===== src/rtl/sc_cf_pkg.sv =====
// Shared types and elaboration-time helpers for the stochastic-computing canonical-form engine.
package sc_cf_pkg;

    typedef enum logic [1:0] {
        StIdle  = 2'd0,
        StRun   = 2'd1,
        StDrain = 2'd2
    } state_e;

    // Width of an index over n items, never narrower than one bit.
    function automatic int unsigned idx_width(input int unsigned n);
        return (n <= 1) ? 1 : $clog2(n);
    endfunction

    function automatic int unsigned acc_width(input int unsigned stream_len);
        return $clog2(stream_len + 1);
    endfunction

    function automatic int unsigned entry_index(input int unsigned k, input int unsigned v,
                                                input int unsigned num_vars);
        return k * (2 ** num_vars) + v;
    endfunction

    function automatic int unsigned clamp_weight(input int unsigned wdata,
                                                 input int unsigned num_consts);
        int unsigned w_max;
        w_max = 1 << num_consts;
        return (wdata > w_max) ? w_max : wdata;
    endfunction

endpackage


===== src/rtl/sc_cf_row.sv =====
// One canonical-form output: OR over v of (var==v) AND (c < W[v]).
module sc_cf_row #(
    parameter int unsigned NUM_VARS = 2,
    parameter int unsigned C_W      = 4,
    parameter int unsigned WGT_W    = C_W + 1
) (
    input  logic [2**NUM_VARS-1:0]         var_onehot_i,
    input  logic [C_W-1:0]                 c_i,
    input  logic [(2**NUM_VARS)*WGT_W-1:0] wgt_row_i,
    output logic                           bit_o
);

    logic [WGT_W-1:0] c_ext;

    assign c_ext = WGT_W'(c_i);

    always_comb begin
        bit_o = 1'b0;
        for (int v = 0; v < 2 ** NUM_VARS; v++) begin
            if (var_onehot_i[v] && (c_ext < wgt_row_i[v*WGT_W +: WGT_W])) begin
                bit_o = 1'b1;
            end
        end
    end

endmodule


===== src/rtl/sc_canonical_engine.sv =====
// Runtime-programmable SC canonical-form evaluator with a writable weight file.
// Define SC_CF_ACC_EN to build the per-output ones counters driving counts_o.
module sc_canonical_engine
    import sc_cf_pkg::*;
#(
    parameter int unsigned NUM_CONSTS  = 4,
    parameter int unsigned NUM_VARS    = 2,
    parameter int unsigned NUM_OUTPUTS = 2,
    parameter int unsigned STREAM_LEN  = 16,
    parameter int unsigned WGT_W       = NUM_CONSTS + 1,
    parameter int unsigned ACC_W       = acc_width(STREAM_LEN),
    parameter int unsigned ADDR_W      = idx_width(NUM_OUTPUTS * (2 ** NUM_VARS))
) (
    input  logic                         clk_i,
    input  logic                         rst_i,
    input  logic                         cfg_we_i,
    input  logic [ADDR_W-1:0]            cfg_addr_i,
    input  logic [WGT_W-1:0]             cfg_wdata_i,
    input  logic                         start_i,
    input  logic                         in_valid_i,
    output logic                         in_ready_o,
    input  logic [NUM_VARS-1:0]          var_inputs_i,
    output logic                         out_valid_o,
    input  logic                         out_ready_i,
    output logic [NUM_OUTPUTS-1:0]       out_bits_o,
    output logic                         busy_o,
    output logic                         done_o,
    output logic [NUM_OUTPUTS*ACC_W-1:0] counts_o
);

    localparam int unsigned NUM_VAL = 2 ** NUM_VARS;
    localparam int unsigned NUM_ENT = NUM_OUTPUTS * NUM_VAL;

    state_e                   state_q, state_d;
    logic [WGT_W-1:0]         wgt_q [NUM_ENT];
    logic [NUM_CONSTS-1:0]    c_q, c_d;
    logic [ACC_W-1:0]         beat_q, beat_d;
    logic                     out_valid_q, out_valid_d;
    logic [NUM_OUTPUTS-1:0]   out_bits_q, out_bits_d;
    logic                     done_q, done_d;

    logic                     accept;
    logic                     last_beat;
    logic                     run_start;
    logic                     out_hs;
    logic                     cfg_wr;
    logic [WGT_W-1:0]         wgt_clamped;
    logic [NUM_VAL-1:0]       var_onehot;
    logic [NUM_OUTPUTS-1:0]   row_bits;
    logic [NUM_VAL*WGT_W-1:0] row_wgt [NUM_OUTPUTS];

    assign run_start = (state_q == StIdle) && start_i;
    assign accept    = in_valid_i && in_ready_o;
    assign last_beat = (beat_q == ACC_W'(STREAM_LEN - 1));
    assign out_hs    = out_valid_q && out_ready_i;

    // FSM state register
    always_ff @(posedge clk_i or posedge rst_i) begin
        if (rst_i) begin
            state_q <= StIdle;
        end else begin
            state_q <= state_d;
        end
    end

    // FSM next state
    always_comb begin
        state_d = state_q;
        unique case (state_q)
            StIdle:  if (start_i) state_d = StRun;
            StRun:   if (accept && last_beat) state_d = StDrain;
            StDrain: if (!out_valid_q || out_ready_i) state_d = StIdle;
            default: state_d = StIdle;
        endcase
    end

    // FSM outputs
    always_comb begin
        in_ready_o = (state_q == StRun) && (!out_valid_q || out_ready_i);
        busy_o     = (state_q != StIdle);
        done_d     = (state_q == StDrain) && (!out_valid_q || out_ready_i);
    end

    // Weight file: writes only land while idle, so a write alongside start precedes the run.
    assign cfg_wr      = cfg_we_i && (state_q == StIdle) && (32'(cfg_addr_i) < NUM_ENT);
    assign wgt_clamped = WGT_W'(clamp_weight(32'(cfg_wdata_i), NUM_CONSTS));

    always_ff @(posedge clk_i or posedge rst_i) begin
        if (rst_i) begin
            for (int i = 0; i < NUM_ENT; i++) begin
                wgt_q[i] <= '0;
            end
        end else if (cfg_wr) begin
            wgt_q[cfg_addr_i] <= wgt_clamped;
        end
    end

    always_comb begin
        for (int k = 0; k < NUM_OUTPUTS; k++) begin
            row_wgt[k] = '0;
            for (int v = 0; v < NUM_VAL; v++) begin
                row_wgt[k][v*WGT_W +: WGT_W] = wgt_q[entry_index(k, v, NUM_VARS)];
            end
        end
    end

    assign var_onehot = NUM_VAL'(1) << var_inputs_i;

    for (genvar k = 0; k < NUM_OUTPUTS; k++) begin : g_row
        sc_cf_row #(
            .NUM_VARS (NUM_VARS),
            .C_W      (NUM_CONSTS),
            .WGT_W    (WGT_W)
        ) u_row (
            .var_onehot_i (var_onehot),
            .c_i          (c_q),
            .wgt_row_i    (row_wgt[k]),
            .bit_o        (row_bits[k])
        );
    end

    // Datapath next state; an accept in the same cycle as out_ready overrides the clear.
    always_comb begin
        c_d         = c_q;
        beat_d      = beat_q;
        out_valid_d = out_valid_q;
        out_bits_d  = out_bits_q;
        if (run_start) begin
            c_d    = '0;
            beat_d = '0;
        end
        if (out_ready_i) begin
            out_valid_d = 1'b0;
        end
        if (accept) begin
            out_valid_d = 1'b1;
            out_bits_d  = row_bits;
            c_d         = c_q + 1'b1;
            beat_d      = beat_q + 1'b1;
        end
    end

    always_ff @(posedge clk_i or posedge rst_i) begin
        if (rst_i) begin
            c_q         <= '0;
            beat_q      <= '0;
            out_valid_q <= 1'b0;
            out_bits_q  <= '0;
            done_q      <= 1'b0;
        end else begin
            c_q         <= c_d;
            beat_q      <= beat_d;
            out_valid_q <= out_valid_d;
            out_bits_q  <= out_bits_d;
            done_q      <= done_d;
        end
    end

    assign out_valid_o = out_valid_q;
    assign out_bits_o  = out_bits_q;
    assign done_o      = done_q;

`ifdef SC_CF_ACC_EN
    logic [ACC_W-1:0] cnt_q [NUM_OUTPUTS];
    logic [ACC_W-1:0] cnt_d [NUM_OUTPUTS];

    always_comb begin
        for (int k = 0; k < NUM_OUTPUTS; k++) begin
            cnt_d[k] = cnt_q[k];
            if (run_start) begin
                cnt_d[k] = '0;
            end else if (out_hs && out_bits_q[k]) begin
                cnt_d[k] = cnt_q[k] + 1'b1;
            end
        end
    end

    always_ff @(posedge clk_i or posedge rst_i) begin
        if (rst_i) begin
            for (int k = 0; k < NUM_OUTPUTS; k++) begin
                cnt_q[k] <= '0;
            end
        end else begin
            for (int k = 0; k < NUM_OUTPUTS; k++) begin
                cnt_q[k] <= cnt_d[k];
            end
        end
    end

    always_comb begin
        for (int k = 0; k < NUM_OUTPUTS; k++) begin
            counts_o[k*ACC_W +: ACC_W] = cnt_q[k];
        end
    end
`else
    logic unused_out_hs;
    assign unused_out_hs = out_hs;
    assign counts_o      = '0;
`endif

endmodule


===== config.mk =====
export PLATFORM = sky130hd
export DESIGN_NAME = sc_canonical_engine
export DESIGN_NICKNAME = d
export VERILOG_FILES = /design/src/rtl/sc_cf_pkg.sv /design/src/rtl/sc_cf_row.sv /design/src/rtl/sc_canonical_engine.sv
export SDC_FILE = /design/constraint.sdc
export NUM_CORES = 1
export LEC_CHECK = 0
export CORE_ASPECT_RATIO = 1.1
export CORE_UTILIZATION = 50
export CTS_CLUSTER_DIAMETER = 30
export DETAILED_ROUTE_END_ITERATION = 8
export GPL_ROUTABILITY_DRIVEN = 0
export HOLD_SLACK_MARGIN = 0.12
export PLACE_DENSITY = 0.72
export SETUP_SLACK_MARGIN = 0.5
export SYNTH_ARGS = -nofsm -noshare
export SYNTH_HDL_FRONTEND = slang
export SYNTH_SLANG_ARGS = --single-unit

===== constraint.sdc =====
create_clock -name clk_i -period 2.2 [get_ports clk_i]
set_input_delay 0.33 -clock clk_i [delete_from_list [all_inputs] [get_ports clk_i]]
set_output_delay 0.33 -clock clk_i [all_outputs]
set_load 0.02 [all_outputs]

==> summary by stage <==
Yosys
After synthesis, the share of flip-flops with an asynchronous set or reset is 100%. After technology mapping, the gate count stands at 304. The count of distinct cell types in the synthesized netlist is 32.

In the synthesized netlist the dominant register cell turns out to be dfrtp_1. The arithmetic-cell share of the synthesized area counting full adders, half adders and majority gates is 11.2%. The synthesized netlist devotes 11.1% of its cell area to compound gates. The largest family of logic cells by synthesized area is simple AND/OR/NAND/NOR gates. The area share of xor/xnor cells in the synthesized design is 0.289%. In the synthesized netlist, mux cells make up 9.55% of the area. dfrtp_1 takes more of the synthesized area than any other cell. The cell area after synthesis is 3030 µm². In the post-synthesis netlist, the biggest area contributors are dfrtp_1 (45%), ha_1 (11%), o21ai_0 (5.8%).

Sequential cells were found to cover 45.5% of the synthesized design area. The simple-gate share of the synthesized area is 13.7%. A synthesized cell averages 9.95 µm². The count of flip-flops with a built-in enable after synthesis is 0.

The share of synthesized area in the top cell type comes to 45.5%. The Yosys step of the flow raised 0 warnings. The total of flip-flops plus latches after synthesis is 55.

STA
The smallest clock period supported by the final layout is computed as 1.74 ns. The final number of setup-violating endpoints is 0. Setup repair after global routing could not meet its margin everywhere. The maximum achievable frequency is 0.574 GHz. The max-slew violation count was 0. The part of the cycle the worst path needs is 79.2%.

The post-route setup TNS is 0 ns. On the final layout, the worst hold slack is 0.327 ns. The final count of hold timing violations is 0. The clock skew after layout is 0.0118 ns.

Worst setup path
Traced cell by cell, the critical path runs through buf_12 > ha_1 > nand2_1 > o21ai_1 > nand3_1 > a2111oi_4 > o21ai_1. The largest driver fanout on the critical path is 6. The number of cells on the worst reg-to-reg path is 7. The most numerous cell type found on the critical path is o21ai_1. At the worst endpoint, the required time is 2.39 ns.

The critical path is of the flop to flop type. The slowest stage of the critical path belongs to the cell dfrtp_2. For this run, the slowest stage of the critical path takes 0.43 ns. The data arrival time of the critical path is 1.93 ns. The worst register-to-register path ends at out_bits_o[1]. The register-to-register setup slack is 0.46 ns. The category of cells accounting for the largest share of critical-path delay is compound AO/OA/AOI/OAI gates. The start of the worst register-to-register path is c_q[1]. The launching element type of the critical path is a flop. The buffering stage count on the worst path with inverters included is 1. The type of destination of the critical path is a flop.

Layout
Once layout is complete, the cells apart from fillers number 419. From synthesis to final layout, the design area changed by 21.5%. The share of cells above drive strength 1 is 20.8%. The layout net count is 384. The final instance area is 3670 µm². The antenna diode count is 0.

Clocking
The H-tree generated during clock tree synthesis spans 2 levels. The maximum number of buffers from clock root to sink is 2. The later-pin clock latency in the skew report is 0.31 ns. For this design, the sink count on the clock tree is 55. The number of clock buffers added by TritonCTS is 5. TritonCTS built the clock tree. In this run the clock root is driven by a clkbuf_8.

The clock-pin slew reported for the worst setup and hold paths after clock tree synthesis is 0.10 ns.

Placed design
The number of cells in the design after placement is 402. The number of port buffers is 21. The post-DP HPWL is 4320 µm. In this run the cell area measured after placement is 3320 µm².

Drt
The first detailed-routing pass took 4 iterations. The residual DRC count is 0. The detailed-route wire length is 6440 µm. The number of DRC markers after the initial detailed-route iteration is 168. The vias after detailed routing is 2211.

After detailed routing, the average wire length per cell comes to 15.4 µm. The routed via count divided by cell count is 5.28. The number of nets with antenna violations after detailed routing is 0.

Floorplan
The initial cell density of the core is 52.1%. The die outline height is 83.6 µm. 32 I/O pins were placed. After floorplanning, the core was divided into 29 placement rows. After floorplanning, the core was sized to cover 5810 µm². The die is 76.2 µm wide. The die footprint is 6370 µm².

Pwr
The worst ir drop on vdd is 0.421 mV. Summed over all nets, the switching power comes to 0.000953 W. The design draws 0.00278 W.

Dividing total power by cell area gives a power density of 757 nW/µm². Combinational logic is responsible for 36.8% of the overall power. The fraction of power spent switching nets is 34.2%.

The cell leakage power is 1.77 nW. The internal portion of the total power is 0.00183 W. In this run, the clock network consumes 19.9% of the power. The share of total power dissipated in sequential elements is 43.3%.

Global routing
Entering global routing, the biggest net connects 37 pins. The combined global-route utilization of all metal layers is 20.8%. The first-pass GRT wire length is 10300 µm. The number of antenna violations at the first check in global routing is 0. The via count of the first global-routing pass is 2090. After global routing the overflow that remains totals 0.

Status
The run finished with clean final reports.

Job
The tool flagged a number of max-cap violations equal to 0.

Worst hold path
The kind of path behind the tightest hold check is input pin to asynchronous set/reset pin.
==> synth_stat cells (2+ instances only) <==
master,count
mux2_2,11
buf_4,10
buf_2,2
mux2i_1,15
ha_1,27
dfrtp_1,55
a2111oi_0,2
a22o_1,2
a31oi_1,3
nand2b_1,7
a221oi_1,4
clkbuf_1,2
a21oi_1,11
and3_1,3
and3_4,2
nor2_1,6
nand2_1,38
buf_6,2
nand3_1,3
o21ai_0,35
nor2b_1,16
inv_1,38
==> kinds of logic (layout without fill, tap and decap cells) <==
kind of cell,Yosys count,in the layout
simple gates,80,80
buf+inv,54,83
mux,27,27
other cells,1,10
fa+ha+maj,27,27
compound gates,59,59
flops,55,55
xor+xnor,1,1
==> worst max-delay path by stage <==
stage                           start             to  depth (start not counted)
after floorplan                 rst_i      beat_q[0]                          1
after global placement    out_ready_i     in_ready_o                          4
after detailed placement  out_ready_i     in_ready_o                          4
after CTS                      c_q[2]  out_bits_o[1]                          7
after global routing           c_q[1]  out_bits_o[1]                          7
final                          c_q[1]  out_bits_o[1]                          7
==> power groups by stage <==
stage	clock network, W	registers, W	logic, W
CTS	0.000562	0.00123	0.000747
global route	0.000594	0.00122	0.00114
global placement	0	0.00126	0.000588
finish	0.000553	0.00121	0.00103
detailed placement	0	0.00128	0.000616
floorplan	0	0.00123	0.000435
==> area by class of cell <==
class                   count  area (µm²)
fillers                   489        2130
repair buffers             37         355
well taps                  77        96.3
clock buffers               7        76.3
multi-input cells         204        1620
inverters                  38         143
flip-flops and latches     55        1380
clock inverters             1        5.00
==> worst register-to-register path: stages, from the launching register on <==
cell       delay, ns
dfrtp_2         0.43
buf_12          0.15
ha_1            0.27
nand2_1         0.04
o21ai_1         0.11
nand3_1         0.13
a2111oi_4       0.35
o21ai_1         0.13
==> cell usage in the layout, fill, tap and decap left out, drive strengths merged, types with 2 or more instances in the layout <==
master and count:
nand2 38, mux2i 15, nor2b 16, ha 27, nand3 3, a31oi 3, a21oi 11, clkdlybuf4s50 19
and3 5, nand2b 7, dfrtp 55, inv 38, clkbuf 8, mux2 12, nor2 7, conb 10
buf 16, a2111oi 2, a22o 2, o21ai 35, a221oi 4
==> metal layers <==
metal,up-vias,routed length (µm),GRT usage [%]
li1,1077,-,-
met1,1076,2970,28.2
met2,50,3120,33.9
met3,8,263,5.03
met4,0,82,4.90
met5,-,0,0
==> registers in the layout (all words and copies together), names as in the netlist <==
name,count
out_valid_o,1
state_q,2
row_wgt,40
out_bits_o,2
done_o,1
beat_q,5
c_q,4
==> timing repair <==
| item | in CTS | in global routing |
|---|---|---|
| buffers inserted | 5 | 4 |
| resized for setup | 24 | 31 |
| endpoints found under the setup margin | 12 | 12 |
| pin swaps | 5 | 15 |
| hold buffers | 0 | 0 |
==> stage by stage <==
step | setup slack (ns) | util (%)
floorplan | 0.527 | -
global placement | 0.238 | 57.1
detailed placement | 0.221 | 57.1
CTS | 0.486 | 60.0
global route | 0.381 | 63.3
finish | 0.458 | 63.3
Power figures use the tool's default switching activity.
